[config.mk]
export PLATFORM = sky130hd
export DESIGN_NAME = hazard_sequencer_flat
export DESIGN_NICKNAME = d
export VERILOG_FILES = /design/src/rtl/rv_pkg.sv /design/src/rtl/hazard_sequencer_if.sv /design/src/rtl/opcode_class.sv /design/src/rtl/hazard_sequencer.sv /design/src/flat_wrapper.sv
export SDC_FILE = /design/constraint.sdc
export NUM_CORES = 1
export LEC_CHECK = 0
export ABC_CLOCK_PERIOD_IN_PS = 3500
export CAP_MARGIN = 20
export CORE_AREA = 10 10 113 115
export CTS_BUF_LIST = sky130_fd_sc_hd__clkbuf_8
export DETAILED_ROUTE_END_ITERATION = 7
export DIE_AREA = 0 0 123 125
export PLACE_DENSITY_LB_ADDON = 0.25
export SYNTH_ARGS = -nofsm -noshare
export SYNTH_HDL_FRONTEND = slang
export SYNTH_SLANG_ARGS = --single-unit
[constraint.sdc]
create_clock -name clk -period 3.5 [get_ports clk]
set_input_delay 1.05 -clock clk [delete_from_list [all_inputs] [get_ports clk]]
set_output_delay 1.05 -clock clk [all_outputs]
set_load 0.01 [all_outputs]
[src/rtl/rv_pkg.sv]
// rtl/rv_pkg.sv - shared RISC-V opcode constants and register-index width helper
package rv_pkg;

    localparam logic [6:0] OP_R      = 7'b0110011;
    localparam logic [6:0] OP_IMM    = 7'b0010011;
    localparam logic [6:0] OP_LOAD   = 7'b0000011;
    localparam logic [6:0] OP_STORE  = 7'b0100011;
    localparam logic [6:0] OP_BRANCH = 7'b1100011;
    localparam logic [6:0] OP_JAL    = 7'b1101111;
    localparam logic [6:0] OP_JALR   = 7'b1100111;
    localparam logic [6:0] OP_LUI    = 7'b0110111;
    localparam logic [6:0] OP_AUIPC  = 7'b0010111;

    localparam int NO_OF_REGISTERS = 32;

    // Width of a register index for a register file of n entries
    function automatic int rw_width(input int n);
        return $clog2(n);
    endfunction

endpackage

[src/rtl/hazard_sequencer_if.sv]
// rtl/hazard_sequencer_if.sv - decode-side hazard interface bundle
interface hazard_sequencer_if #(
    parameter int RW = 5
);
    logic          id_valid;
    logic [6:0]    id_opcode;
    logic [RW-1:0] id_rs1;
    logic [RW-1:0] id_rs2;
    logic [RW-1:0] id_rd;
    logic          ex_branch_taken;
    logic          dmem_busy;

    logic [RW-1:0] rd_ex;
    logic [RW-1:0] rd_mem;
    logic [RW-1:0] rd_wb;
    logic          stall;
    logic          flush_if;
    logic          flush_id;
    logic          freeze;
    logic [31:0]   stall_count;
    logic [31:0]   flush_count;

    // Pipeline side: presents the decode instruction and EX/MEM status
    modport master (
        output id_valid, id_opcode, id_rs1, id_rs2, id_rd, ex_branch_taken, dmem_busy,
        input  rd_ex, rd_mem, rd_wb, stall, flush_if, flush_id, freeze,
        input  stall_count, flush_count
    );

    // Hazard controller side
    modport slave (
        input  id_valid, id_opcode, id_rs1, id_rs2, id_rd, ex_branch_taken, dmem_busy,
        output rd_ex, rd_mem, rd_wb, stall, flush_if, flush_id, freeze,
        output stall_count, flush_count
    );
endinterface

[src/rtl/opcode_class.sv]
// rtl/opcode_class.sv - classifies an opcode by register usage and load type
module opcode_class
    import rv_pkg::*;
(
    input  logic [6:0] opcode,
    output logic       writes_rd,
    output logic       uses_rs1,
    output logic       uses_rs2,
    output logic       is_load
);

    // Stores, branches, system and unknown opcodes never produce a writeback
    always_comb begin
        writes_rd = 1'b0;
        uses_rs1  = 1'b0;
        uses_rs2  = 1'b0;
        is_load   = 1'b0;
        case (opcode)
            OP_R:      begin writes_rd = 1'b1; uses_rs1 = 1'b1; uses_rs2 = 1'b1; end
            OP_IMM:    begin writes_rd = 1'b1; uses_rs1 = 1'b1; end
            OP_LOAD:   begin writes_rd = 1'b1; uses_rs1 = 1'b1; is_load = 1'b1; end
            OP_STORE:  begin uses_rs1 = 1'b1; uses_rs2 = 1'b1; end
            OP_BRANCH: begin uses_rs1 = 1'b1; uses_rs2 = 1'b1; end
            OP_JAL:    begin writes_rd = 1'b1; end
            OP_JALR:   begin writes_rd = 1'b1; uses_rs1 = 1'b1; end
            OP_LUI:    begin writes_rd = 1'b1; end
            OP_AUIPC:  begin writes_rd = 1'b1; end
            default:   begin uses_rs1 = 1'b1; end
        endcase
    end

endmodule

[src/rtl/hazard_sequencer.sv]
// rtl/hazard_sequencer.sv - tracks in-flight destinations and sequences stall/flush/freeze
module hazard_sequencer
    import rv_pkg::*;
#(
    parameter int no_of_registers = NO_OF_REGISTERS,
    localparam int RW = rw_width(no_of_registers)
) (
    input  logic               clk,
    input  logic               rst,
    hazard_sequencer_if.slave  hz
);

    logic          writes_rd;
    logic          uses_rs1;
    logic          uses_rs2;
    logic          is_load;

    logic [RW-1:0] rd_ex_q, rd_ex_d;
    logic [RW-1:0] rd_mem_q, rd_mem_d;
    logic [RW-1:0] rd_wb_q, rd_wb_d;
    logic          load_ex_q, load_ex_d;
    logic [31:0]   stall_count_q, stall_count_d;
    logic [31:0]   flush_count_q, flush_count_d;

    logic          load_use;
    logic          do_freeze;
    logic          do_flush;
    logic          do_stall;

    opcode_class u_opcode_class (
        .opcode    (hz.id_opcode),
        .writes_rd (writes_rd),
        .uses_rs1  (uses_rs1),
        .uses_rs2  (uses_rs2),
        .is_load   (is_load)
    );

    // Hazard detection and priority: freeze over flush over load-use stall
    always_comb begin
        load_use = load_ex_q && (rd_ex_q != '0) && hz.id_valid &&
                   ((uses_rs1 && (hz.id_rs1 == rd_ex_q)) ||
                    (uses_rs2 && (hz.id_rs2 == rd_ex_q)));
        do_freeze = hz.dmem_busy;
        do_flush  = !hz.dmem_busy && hz.ex_branch_taken;
        do_stall  = !hz.dmem_busy && !hz.ex_branch_taken && load_use;
    end

    // Next tracking state: hold on freeze, bubble EX on flush/stall, else advance
    always_comb begin
        rd_ex_d       = rd_ex_q;
        rd_mem_d      = rd_mem_q;
        rd_wb_d       = rd_wb_q;
        load_ex_d     = load_ex_q;
        stall_count_d = stall_count_q;
        flush_count_d = flush_count_q;
        if (!do_freeze) begin
            rd_mem_d = rd_ex_q;
            rd_wb_d  = rd_mem_q;
            if (do_flush || do_stall) begin
                rd_ex_d   = '0;
                load_ex_d = 1'b0;
            end else begin
                rd_ex_d   = (hz.id_valid && writes_rd) ? hz.id_rd : '0;
                load_ex_d = hz.id_valid && is_load;
            end
            if (do_flush) flush_count_d = flush_count_q + 32'd1;
            if (do_stall) stall_count_d = stall_count_q + 32'd1;
        end
    end

    // Tracking registers and counters
    always_ff @(posedge clk) begin
        if (rst) begin
            rd_ex_q       <= '0;
            rd_mem_q      <= '0;
            rd_wb_q       <= '0;
            load_ex_q     <= 1'b0;
            stall_count_q <= '0;
            flush_count_q <= '0;
        end else begin
            rd_ex_q       <= rd_ex_d;
            rd_mem_q      <= rd_mem_d;
            rd_wb_q       <= rd_wb_d;
            load_ex_q     <= load_ex_d;
            stall_count_q <= stall_count_d;
            flush_count_q <= flush_count_d;
        end
    end

    // Drive the interface outputs
    always_comb begin
        hz.rd_ex       = rd_ex_q;
        hz.rd_mem      = rd_mem_q;
        hz.rd_wb       = rd_wb_q;
        hz.stall       = do_stall;
        hz.flush_if    = do_flush;
        hz.flush_id    = do_flush;
        hz.freeze      = do_freeze;
        hz.stall_count = stall_count_q;
        hz.flush_count = flush_count_q;
    end

endmodule

[src/flat_wrapper.sv]
// flat-port wrapper written by rule: the top's interface ports become plain ports
module hazard_sequencer_flat import rv_pkg::*;
#(
    parameter int no_of_registers = NO_OF_REGISTERS,
    localparam int RW = rw_width(no_of_registers)
)
  (clk, rst, hz_id_valid, hz_id_opcode, hz_id_rs1, hz_id_rs2, hz_id_rd, hz_ex_branch_taken, hz_dmem_busy, hz_rd_ex, hz_rd_mem, hz_rd_wb, hz_stall, hz_flush_if, hz_flush_id, hz_freeze, hz_stall_count, hz_flush_count);
  hazard_sequencer_if #(.RW(5)) hz_i ();
  input  logic clk;
  input  logic rst;
  input wire logic [$bits(hz_i.id_valid)-1:0] hz_id_valid;
  input wire logic [$bits(hz_i.id_opcode)-1:0] hz_id_opcode;
  input wire logic [$bits(hz_i.id_rs1)-1:0] hz_id_rs1;
  input wire logic [$bits(hz_i.id_rs2)-1:0] hz_id_rs2;
  input wire logic [$bits(hz_i.id_rd)-1:0] hz_id_rd;
  input wire logic [$bits(hz_i.ex_branch_taken)-1:0] hz_ex_branch_taken;
  input wire logic [$bits(hz_i.dmem_busy)-1:0] hz_dmem_busy;
  output wire logic [$bits(hz_i.rd_ex)-1:0] hz_rd_ex;
  output wire logic [$bits(hz_i.rd_mem)-1:0] hz_rd_mem;
  output wire logic [$bits(hz_i.rd_wb)-1:0] hz_rd_wb;
  output wire logic [$bits(hz_i.stall)-1:0] hz_stall;
  output wire logic [$bits(hz_i.flush_if)-1:0] hz_flush_if;
  output wire logic [$bits(hz_i.flush_id)-1:0] hz_flush_id;
  output wire logic [$bits(hz_i.freeze)-1:0] hz_freeze;
  output wire logic [$bits(hz_i.stall_count)-1:0] hz_stall_count;
  output wire logic [$bits(hz_i.flush_count)-1:0] hz_flush_count;
  assign hz_i.id_valid = hz_id_valid;
  assign hz_i.id_opcode = hz_id_opcode;
  assign hz_i.id_rs1 = hz_id_rs1;
  assign hz_i.id_rs2 = hz_id_rs2;
  assign hz_i.id_rd = hz_id_rd;
  assign hz_i.ex_branch_taken = hz_ex_branch_taken;
  assign hz_i.dmem_busy = hz_dmem_busy;
  assign hz_rd_ex = hz_i.rd_ex;
  assign hz_rd_mem = hz_i.rd_mem;
  assign hz_rd_wb = hz_i.rd_wb;
  assign hz_stall = hz_i.stall;
  assign hz_flush_if = hz_i.flush_if;
  assign hz_flush_id = hz_i.flush_id;
  assign hz_freeze = hz_i.freeze;
  assign hz_stall_count = hz_i.stall_count;
  assign hz_flush_count = hz_i.flush_count;
  hazard_sequencer #(.no_of_registers(no_of_registers)) u_core (.clk(clk), .rst(rst), .hz(hz_i));
endmodule
==> flow_metrics.py <==
metrics = {
    "placement": {
        "numPortBuffers": 109,
        "placed_cells": 716,
        "dpl_cell_area_sq_mm": 0.005375,
        "place_ws_ns": -0.6327,
        "gp_congestion": 0.8121,
        "hpwl_mm": 7.935,
    },
    "final_layout": {
        "fin_cells": 735,
        "final_nets": 619,
        "antennaDiodeCount": 0,
        "syn2layout_area_growth_pct": 37.03,
        "fin_util_pct": 53.10,
        "final_area_sq_mm": 0.005630,
        "layout-drive-gt1-share_pct": 9.748,
    },
    "worst_setup_path": {
        "setup.worst_path.start": "hz_id_opcode[4]",
        "cp-end-kind": "primary output",
        "r2r_start": "u_core.hz.rd_ex[4]$_SDFFE_PP0N_",
        "path_class": "in -> out",
        "cp_data_arrival_time_ns": 2.39,
        "worstPathMaxFanout": 2,
        "crit_required_ns": 2.45,
        "cp-start-kind": "input pin",
    },
    "floorplanning": {
        "die_x_um": 123,
        "core_sq_mm": 0.01060,
        "dieArea_sq_mm": 0.01538,
        "rows": 38,
        "io_pins": 110,
        "dieHeight_um": 125,
        "start_util_pct": 38.75,
    },
    "logic_synthesis": {
        "ys_ff_latch": 80,
        "async_reset_ff_share_pct": 0,
        "ys_types": 40,
        "synth_flop_cell": "dfxtp_1",
        "yosysSeqAreaShare_pct": 38.98,
        "synth_edf_count": 0,
        "yosysWarnings": 0,
        "synth_nets": 501,
        "syn_area_sq_mm": 0.004109,
        "syn_inst": 472,
        "syn_avg_cell_area_sq_um": 8.705,
    },
    "hold_path": {
        "hold_class": "reg -> reg",
        "min_from": "u_core.load_ex_q$_SDFFE_PP0N_",
    },
    "pwr": {
        "intPower_mw": 1.301,
        "p_sw_share_pct": 24.19,
        "total_power_mw": 1.716,
        "p_clk_share_pct": 40.6,
        "pwr-share-seq_pct": 53.2,
        "switchingPower_uw": 415.2,
        "powerDensity_mw_per_mm2": 304.8,
        "p_leak_nw": 2.131,
        "power.share.combinational_pct": 6.1,
        "peakVddDrop_mv": 0.1727,
    },
    "clocking": {
        "clock_latency_ns": 0.35,
        "cts_tree": "built",
        "clock_sinks": 80,
        "hold_buffers": 0,
        "cts_root_buffer": "clkbuf_8",
        "htreeDepth": 3,
        "clk_pin_slew_ns": 0.08,
        "numCtsBuffers": 9,
        "clockBufferDepth": 2,
    },
    "sta": {
        "setup_violations": 0,
        "hold_viol_final": 0,
        "rsz0062_at_grt": "false",
        "max_freq_ghz": 0.2907,
        "tns_ns": 0,
        "slew_viol_final": 0,
        "slew_headroom_pct": 39.13,
        "setup_slack_ns": 0.05953,
        "fin_crit_ns": 3.440,
        "finClkSkew_ns": 0.009204,
        "finalCritPeriodShare_pct": 98.30,
        "worst_pin_slew_ns": 0.9055,
        "hold_ws_ns": 0.4726,
    },
    "detailed_routing": {
        "ant_nets": 0,
        "routedWlPerCell_um": 14.81,
        "vias": 3689,
        "drt_iter0_drc": 230,
        "dr.pass1.iters": 4,
        "via_per_inst": 5.019,
        "drc": 0,
        "drt_wl_total_mm": 10.88,
    },
    "run": {
        "maxCapViolations": 0,
    },
    "global_route": {
        "grt_pass1_wl_mm": 18.02,
        "grt_pass1_vias": 3556,
        "grt_max_degree": 79,
        "grt_usage_pct": 13.96,
        "gr-total-overflow": 0,
        "grt_antenna_before_repair": 0,
    },
    "run_status": {
        "outcome": "finished, final reports clean",
    },
}
[cells in the mapped netlist, types with 4 or more instances]
master / instances / area share (%)
nor2_1: 88 / 8.0
dfxtp_1: 80 / 39
xor2_1: 34 / 7.2
nor2b_1: 31 / 4.7
a21oi_1: 30 / 3.7
nand4_1: 27 / 4.1
mux2_1: 26 / 7.1
nand3_1: 26 / 3.2
nand2_1: 24 / 2.2
clkbuf_1: 12 / 1.1
mux2i_1: 11 / 2.7
and3_1: 9 / 1.4
nor3_1: 8 / 0.97
buf_6: 7 / 1.9
xnor2_1: 7 / 1.5
a22o_1: 5 / 1.1
and4_1: 4 / 0.85
buf_1: 4 / 0.37
mux2_2: 4 / 1.1
nor4_1: 4 / 0.61
[flip-flops by register name, summed over array words and instances, names as in the netlist]
name and flops:
u_core.hz.flush_count 32, u_core.hz.rd_ex 5, u_core.hz.rd_mem 5, u_core.hz.rd_wb 5
u_core.hz.stall_count 32, u_core.load_ex_q 1
[power by group through the flow]
stage               combinational [mW]  sequential, mW  clock [mW]
floorplan                       0.0490           0.935           0
global placement                 0.102           0.935           0
detailed placement               0.105           0.935           0
CTS                              0.104           0.914       0.723
global route                     0.115           0.914       0.758
finish                           0.105           0.914       0.697
[per-layer routing]
layer / share of wire (%) / track usage (%) / up-vias / wire, um
li1: - / - / 1868 / -
met5: 0 / 0 / - / 0
met3: 8.0 / 5.176 / 13 / 873
met1: 43 / 16.72 / 1716 / 4675
met2: 48 / 22.44 / 92 / 5228
met4: 0.97 / 4.729 / 0 / 106
[cell families after synthesis]
family / share of synthesized area (%)
multiplexers: 10.90
AND/OR/NAND/NOR: 29.75
flip-flops: 38.98
buffers and inverters: 4.019
adder cells (fa/ha/maj): 0.6089
AO/OA/AOI/OAI: 7.004
XOR/XNOR: 8.739
[worst max-delay path, cell delays in order]
cell	delay (ns)
clkdlybuf4s50_1	0.47
or3b_4	0.39
a21oi_4	0.13
nand4b_4	0.16
nand2_2	0.06
buf_6	0.12
[area by class of cell]
type	instances	area [sq um]
timing repair buffer	132	1259
tap	140	175.2
sequential	80	1602
multi-input combinational	364	2382
clock inverter	7	77.57
clock buffer	9	123.9
fill	989	4972
inverter	3	11.26
[path summary, 6_finish.rpt]
| check | end | slack, ns | cells past startpoint |
|---|---|---|---|
| setup / recovery | hz_stall | 0.06 | 6 |
| setup reg to reg | u_core.hz.stall_count[31]$_SDFFE_PP0P_ | 1.12 | 7 |
| hold / removal | u_core.load_ex_q$_SDFFE_PP0N_ | 0.47 | 2 |
| hold reg to reg | u_core.load_ex_q$_SDFFE_PP0N_ | 0.47 | 2 |
[cells in the final DEF (no fill, tap or decap), drive strengths merged, types with 2 or more instances in the layout]
cell type | Yosys | routed
clkdlybuf4s50 | 0 | 100
nor2 | 88 | 88
dfxtp | 80 | 80
xor2 | 34 | 34
nor2b | 31 | 31
a21oi | 30 | 30
mux2 | 30 | 30
nand4 | 28 | 28
nand3 | 26 | 26
buf | 13 | 25
nand2 | 24 | 24
mux2i | 11 | 11
and3 | 9 | 9
clkbuf | 12 | 9
nor3 | 8 | 8
xnor2 | 7 | 7
dlygate4sd2 | 0 | 6
a22o | 5 | 5
inv | 3 | 5
nor4 | 5 | 5
and4 | 4 | 4
nand4b | 4 | 4
a211oi | 4 | 4
and2 | 3 | 3
clkinv | 0 | 3
or3b | 2 | 2
ha | 2 | 2
or4bb | 2 | 2
[what timing repair did]
action / in CTS / in global routing
pin swaps: 7 / 3
buffers inserted: 3 / 0
gates resized for setup: 16 / 6
setup endpoints to repair: 3 / 1
cloned: 0 / 0
No activity file was read; power rests on OpenSTA's default activity.
